--- config.mk ---
export PLATFORM = sky130hd
export DESIGN_NAME = ps2_key_decoder
export DESIGN_NICKNAME = d
export VERILOG_FILES = /design/src/rtl/ps2_key_decoder.sv
export SDC_FILE = /design/constraint.sdc
export NUM_CORES = 1
export LEC_CHECK = 0
export BUFFER_PORTS_ARGS = -buffer_cell sky130_fd_sc_hd__buf_2
export CAP_MARGIN = 20
export CORE_AREA = 2 2 84 62
export CTS_CLUSTER_DIAMETER = 60
export CTS_CLUSTER_SIZE = 24
export DETAILED_ROUTE_END_ITERATION = 12
export DIE_AREA = 0 0 86 64
export GPL_TIMING_DRIVEN = 0
export PLACE_DENSITY = 0.82
export SETUP_SLACK_MARGIN = 0.02
export SYNTH_ARGS = -nofsm -noshare
export SYNTH_HDL_FRONTEND = slang
export SYNTH_SLANG_ARGS = --single-unit
--- constraint.sdc ---
create_clock -name CLOCK -period 2.89 [get_ports CLOCK]
set_input_delay 0.289 -clock CLOCK [delete_from_list [all_inputs] [get_ports CLOCK]]
set_output_delay 0.289 -clock CLOCK [all_outputs]
set_load 0.005 [all_outputs]
--- src/rtl/ps2_key_decoder.sv ---
// PS/2 keyboard receiver with a scan-code set 2 decoder that tracks held
// W/A/S/D and arrow keys as registered levels, plus the raw byte stream.
module ps2_key_decoder #(
  parameter int unsigned TIMEOUT_CYCLES = 100000
) (
  input  logic       CLOCK,
  input  logic       RESET,
  input  logic       PS2_CLK,
  input  logic       PS2_DAT,
  output logic [3:0] wasd,
  output logic [3:0] arrows,
  output logic [7:0] code,
  output logic       code_valid,
  output logic       frame_err
);

  localparam int TW = $clog2(TIMEOUT_CYCLES + 1);

  typedef enum logic [1:0] {IDLE, EXT, BRK, EXT_BRK} state_t;

  logic          r_clkMeta, r_clkSync, r_clkPrev;
  logic          r_datMeta, r_datSync;
  logic [3:0]    r_bitCnt;
  logic [9:0]    r_shift;
  logic [TW-1:0] r_timeout;
  logic [7:0]    r_code;
  logic          r_codeValid, r_frameErr;
  logic [3:0]    r_wasd, r_arrows;
  state_t        r_state, w_stateNext;
  logic [3:0]    w_wasdNext, w_arrowsNext;
  logic          w_fall, w_frameDone, w_frameOk, w_frameBad, w_timeoutHit;
  logic [7:0]    w_byte;

  function automatic logic [3:0] baseMask(input logic [7:0] b);
    case (b)
      8'h1D:   baseMask = 4'b0001;
      8'h1C:   baseMask = 4'b0010;
      8'h1B:   baseMask = 4'b0100;
      8'h23:   baseMask = 4'b1000;
      default: baseMask = 4'b0000;
    endcase
  endfunction

  function automatic logic [3:0] extMask(input logic [7:0] b);
    case (b)
      8'h75:   extMask = 4'b0001;
      8'h6B:   extMask = 4'b0010;
      8'h72:   extMask = 4'b0100;
      8'h74:   extMask = 4'b1000;
      default: extMask = 4'b0000;
    endcase
  endfunction

  // Bits arrive LSB first and enter at the top, so after ten shifts
  // r_shift[0] holds the start bit and r_shift[9] the parity bit.
  assign w_fall       = r_clkPrev & ~r_clkSync;
  assign w_frameDone  = w_fall && (r_bitCnt == 4'd10);
  assign w_byte       = r_shift[8:1];
  assign w_frameOk    = w_frameDone && !r_shift[0] && r_datSync && (^r_shift[9:1]);
  assign w_frameBad   = w_frameDone && !w_frameOk;
  assign w_timeoutHit = (r_bitCnt != 4'd0) && (r_timeout == TW'(TIMEOUT_CYCLES - 1));

  always_ff @(posedge CLOCK) begin
    if (RESET) begin
      r_clkMeta   <= 1'b1;
      r_clkSync   <= 1'b1;
      r_clkPrev   <= 1'b1;
      r_datMeta   <= 1'b1;
      r_datSync   <= 1'b1;
      r_bitCnt    <= 4'd0;
      r_shift     <= 10'd0;
      r_timeout   <= '0;
      r_code      <= 8'h00;
      r_codeValid <= 1'b0;
      r_frameErr  <= 1'b0;
    end else begin
      r_clkMeta   <= PS2_CLK;
      r_clkSync   <= r_clkMeta;
      r_clkPrev   <= r_clkSync;
      r_datMeta   <= PS2_DAT;
      r_datSync   <= r_datMeta;
      r_codeValid <= w_frameOk;
      r_frameErr  <= w_frameBad;
      if (w_frameOk) begin
        r_code <= w_byte;
      end
      if (w_fall) begin
        r_timeout <= '0;
        if (r_bitCnt == 4'd10) begin
          r_bitCnt <= 4'd0;
        end else begin
          r_bitCnt <= r_bitCnt + 4'd1;
          r_shift  <= {r_datSync, r_shift[9:1]};
        end
      end else if (w_timeoutHit) begin
        r_bitCnt  <= 4'd0;
        r_timeout <= '0;
      end else if (r_bitCnt != 4'd0) begin
        r_timeout <= r_timeout + 1'b1;
      end else begin
        r_timeout <= '0;
      end
    end
  end

  always_ff @(posedge CLOCK) begin
    if (RESET) begin
      r_state  <= IDLE;
      r_wasd   <= 4'b0000;
      r_arrows <= 4'b0000;
    end else begin
      r_state  <= w_stateNext;
      r_wasd   <= w_wasdNext;
      r_arrows <= w_arrowsNext;
    end
  end

  always_comb begin
    w_stateNext = r_state;
    if (w_frameBad) begin
      w_stateNext = IDLE;
    end else if (w_frameOk) begin
      case (r_state)
        IDLE: begin
          if (w_byte == 8'hE0)      w_stateNext = EXT;
          else if (w_byte == 8'hF0) w_stateNext = BRK;
          else                      w_stateNext = IDLE;
        end
        EXT: begin
          if (w_byte == 8'hF0) w_stateNext = EXT_BRK;
          else                 w_stateNext = IDLE;
        end
        default: w_stateNext = IDLE;
      endcase
    end
  end

  // Held-key levels are updated in the same cycle the byte is accepted.
  always_comb begin
    w_wasdNext   = r_wasd;
    w_arrowsNext = r_arrows;
    if (w_frameOk) begin
      case (r_state)
        IDLE: begin
          if (w_byte != 8'hE0 && w_byte != 8'hF0) w_wasdNext = r_wasd | baseMask(w_byte);
        end
        EXT: begin
          if (w_byte != 8'hF0) w_arrowsNext = r_arrows | extMask(w_byte);
        end
        BRK:     w_wasdNext   = r_wasd & ~baseMask(w_byte);
        EXT_BRK: w_arrowsNext = r_arrows & ~extMask(w_byte);
        default: w_wasdNext   = r_wasd;
      endcase
    end
  end

  assign wasd       = r_wasd;
  assign arrows     = r_arrows;
  assign code       = r_code;
  assign code_valid = r_codeValid;
  assign frame_err  = r_frameErr;

endmodule
Word-level counts from Yosys, hierarchy flattened --
Cells that the tools add are included.
Storage, ports and cells: bits in registers 56, input port bits 4, output and inout bits 18, word-level logic and storage cells 88
Cells by class: $add $sub $neg 2, equal/unequal tests 19, muxes and demuxes 23, bitwise logic cells 10, reduce and logical (&&, ||, !) cells 20
Operator list (count):
- 4-bit two-way mux | 15
- 8-bit by 7-bit equality test with 1-bit output (second input constant) | 4
- 4-bit one-hot mux with 4 select lines | 2
- 8-bit by 5-bit equality test with 1-bit output (second input constant) | 3
- 17-bit by 1-bit adder with 17-bit output (second input constant) | 1
- 17-bit equality test (second input constant) | 1
- 8-bit equality test (second input constant) | 2
- 8-bit inequality test (second input constant) | 2
- 4-bit one-hot mux with 2 select lines | 2
- 9-bit parity | 1
- 4-bit AND | 2
- 8-bit by 6-bit equality test with 1-bit output (second input constant) | 1
- 4-bit NOT | 2
- 4-bit bitwise OR | 2
- 1-bit logical AND | 7
- 2-bit two-way mux | 3
- 3-bit AND reduction | 2
- 2-bit nonzero test | 3
- 4-bit by 1-bit adder with 4-bit output (second input constant) | 1
- 2-bit equality test (second input constant) | 2
- 4-bit equality test (second input constant) | 1
- 2-bit inequality test (second input constant) | 2
- 2-bit one-hot mux with 2 select lines | 1
- 4-bit nonzero test | 1
- other kinds (8) | 11

Longest topological paths before layout --
depth after elaboration 10, mapped depth 8, gate-level depth less buffers 6

Worst setup path after synthesis --
OpenSTA, ideal clock, no wires.
kind register -> register, start reg r_shift[1], end reg with a tool-made name, library setup time 0.072 ns, data arrival time 1.895 ns, data required time 2.818 ns, setup slack 0.924 ns, cell stages (with the launch flop) 7, path buffers 0, period minus slack after synthesis 1.966 ns, path through dfxtp_1 inv_1 ha_1 xnor3_2 xnor2_4 nor4_1 mux2i_1
RTL lines:
- start: declaration | line 24 | logic [9:0] r_shift;
- start signal: assignment | line 93 | r_shift <= {r_datSync, r_shift[9:1]};

==> impl_results.md <==
* DRT met1 WL at 2.73 mm
* Antenna violations before repair at 0
* Setup slack after layout at 0.636 ns
* Seq pwr share at 0.592
* Gate power share at 0.044
* Net Sw Power at 0.000278 W
* CTS root buf: clkbuf_8
* Routed wl met3 at 411 um
* First-pass GRT wire length at 9.18 mm
* CTS Buf Count at 5
* Reg clk slew, reported paths at 0.09 ns
* Synth top area cells: dfxtp_1, ha_1, a21oi_1
* Ys flop type: dfxtp_1
* Final WL at 5.44 mm
* PnR Total Power at 0.00133 W
* Timing-limited maximum frequency at 444 MHz
* Drt initial violations at 251
* R2r worst-path depth at 6
* Worst Hold Class: in2reg
* Crit end category: register
* CTS Buffer Depth at 2
* Final #Nets at 358
* Critical path class: reg2reg
* HPWL Detailed at 3.95 mm
* Syn Area/Cell at 8.87 um2
* CP top delay family: XOR/XNOR gates
* Buffers added on ports at 21
* Chip height at 64 um
* Clock Skew at 0.00650 ns
* Arrival time of the worst setup path at 2.48 ns
* Synth area leader: dfxtp_1
* FP Rows at 21
* R2R setup slack at 0.64 ns
* Worst Tran Pin Value at 0.515 ns
* Net switching fraction of the power at 0.210
* Share of cells above drive strength 1 at 0.137
* Syn_nets at 330
* Vias at 2,232
* Final Cycle Share at 0.780
* GP Congestion at 0.884
* Seq cells post-synth at 56
* Unrepaired setup endpoints after global routing: false
* Number of H-tree levels at 2
* Clock Latency Late Sink at 0.30 ns
* Dpl cell area at 2910 um2
* CTS Sinks at 56
* Post-Synthesis Cells at 308
* CTS tree: done
* Ordered list of cells on the worst path: inv_1 > ha_1 > xnor3_2 > xnor2_4 > nor4_1 > mux2i_1
* Initial Util at 0.587
* DRC viols at 0
* Clock network power share at 0.364
* Wire length per cell at 13.9 um
* Hold slack at 0.163 ns
* Cts hold-fix bufs at 0
* Worst-path maximum fanout at 9
* Area grow syn2layout at 10.1%
* Pint at 0.00105 W
* Fillers at 383
* PwrDens at 441 nW/um2
* First drt pass iteration count at 7
* Post-synthesis cell type count at 46
* Final Hold Fails at 0
* Crit path from: r_shift[1]$_SDFFE_PP0P_
* Synth top area share at 0.410
* Outcome: finished clean
* Shortest period the worst path allows at 2.25 ns
* DP Worst Slack at 0.663 ns
* Total stage count of the critical path at 6
* Die Span X at 86 um
* Core area at 4650 um2
* Seq/Total Area, Yosys at 0.410
* Setup crit start kind: register
* Asr flop ratio synth at 0
* Largest net degree at the start of global routing at 16
* ANT nets after route at 0
* Max-Cap Viols at 0
* Via-to-Cell Ratio at 5.69
* Post-route cell area at 3010 um2
* Maximum single-stage delay on the critical path at 0.47 ns
* Vias in the first global route at 1,983
* Worst endpoint required time at 3.12 ns
* Buf/Inv on CP at 1
* Final setup violation count at 0
* Mapped Area at 2730 um2
* R2r startpoint: r_shift[1]$_SDFFE_PP0P_
* Peak supply drop at 312 uV
* Total number of yosys warnings at 0
* Number of post-CTS setup repair buffers at 0
* GRT overflow at 0
* Met2 wire length at 2.21 mm
* Total GRT Usage at 0.211
* Setup TNS at 0 ns
* Slew margin rel. at 0.657
* Slew Viols, Final at 0
* Die area at 5500 um2
* Inserted Diodes at 0
* Top layer reached by signal wires: met4
* CP max stage cell: dfxtp_1
* Leakage at 1.08 nW
* Io pins at 22
* EDFF count, synth at 0
* Resized Gates After CTS at 0
==> placed cells by master, fill, tap and decap left out, types with 2 or more instances in the layout <==
cell       n
a21oi_1   27
o31ai_1    2
clkbuf_1   7
xnor2_1    5
or4_1      2
nor3_1     5
ha_1      18
mux2i_1    7
inv_1     14
or2_2      6
nor4_1     9
nand3_1   22
clkbuf_8   5
nand2b_1   9
and4_1     3
or3_1      2
a31oi_1    3
o21ai_0   10
and4b_1    2
o211ai_1   2
nand4_1   11
xor2_1     6
a21o_1     2
nand2_1   32
buf_2     26
dfxtp_1   56
nor2_1    20
nor2b_1    2
==> synth_stat cells, types with 2 or more instances <==
library cell and count:
a31oi_1 3, nand3_1 22, nand2_1 32, xnor2_1 5
mux2i_1 7, and4_1 3, a21o_1 2, buf_2 5
nand4_1 11, nor2_1 20, a21oi_1 27, or2_2 6
clkbuf_1 7, xor2_1 6, nor4_1 9, o21ai_0 10
o211ai_1 2, and4b_1 2, ha_1 18, or4_1 2
nor2b_1 2, dfxtp_1 56, inv_1 14, o31ai_1 2
or3_1 2, nand2b_1 9, nor3_1 5
==> power by group through the flow <==
stage	Combinational (W)	Clock [W]	Sequential, W
6_report	0.0000583	0.000482	0.000785
5_1_grt	0.0000643	0.000518	0.000787
4_1_cts	0.0000577	0.000490	0.000785
3_5_place_dp	0.0000574	0	0.000803
3_3_place_gp	0.0000565	0	0.000803
2_1_floorplan	0.0000434	0	0.000801
==> final cells by class <==
class / count / area, um2 / share of cell area
plain buffers: 14 / 67.6 / 0.0225
clock buffers: 5 / 68.8 / 0.0229
clock inverters: 1 / 30.0 / 0.00999
inverters: 14 / 52.6 / 0.0175
multi-input cells: 224 / 1490 / 0.496
flip-flops and latches: 56 / 1120 / 0.373
well taps: 57 / 71.3 / 0.0237
repair buffers: 21 / 105 / 0.0350
==> through the flow <==
step	instances	utilization
floorplan	308	-
global placement	386	0.625
detailed placement	386	0.625
CTS	392	0.646
global route	392	0.646
finish	392	0.646
==> worst min path at each step <==
stage | start | end | cells past startpoint
after detailed placement | r_clkMeta$_SDFF_PP1_ | r_clkSync$_SDFF_PP1_ | 1
after global routing | PS2_DAT | r_datMeta$_SDFF_PP1_ | 2
after floorplan | r_clkMeta$_SDFF_PP1_ | r_clkSync$_SDFF_PP1_ | 1
after global placement | r_datMeta$_SDFF_PP1_ | r_datSync$_SDFF_PP1_ | 1
after CTS | PS2_DAT | r_datMeta$_SDFF_PP1_ | 2
final | PS2_DAT | r_datMeta$_SDFF_PP1_ | 2
==> kinds of logic after synthesis <==
kind of cell               count (synthesis)  share of synthesized area
xor gates and xnor gates                  15                     0.0701
DFF                                       56                      0.410
muxes                                      7                     0.0257
buffers and inverters                     28                     0.0440
adders and majority gates                 18                     0.0825
AOI/OAI and AO/OA                         52                      0.112
and+or+nand+nor                          132                      0.255
==> metal layers <==
metal,GRT usage,vias to the layer above
met3,0.0478,8
li1,-,1139
met4,0.0893,0
met2,0.291,85
met5,0,-
met1,0.314,1000
Power figures use the tool's default switching activity.
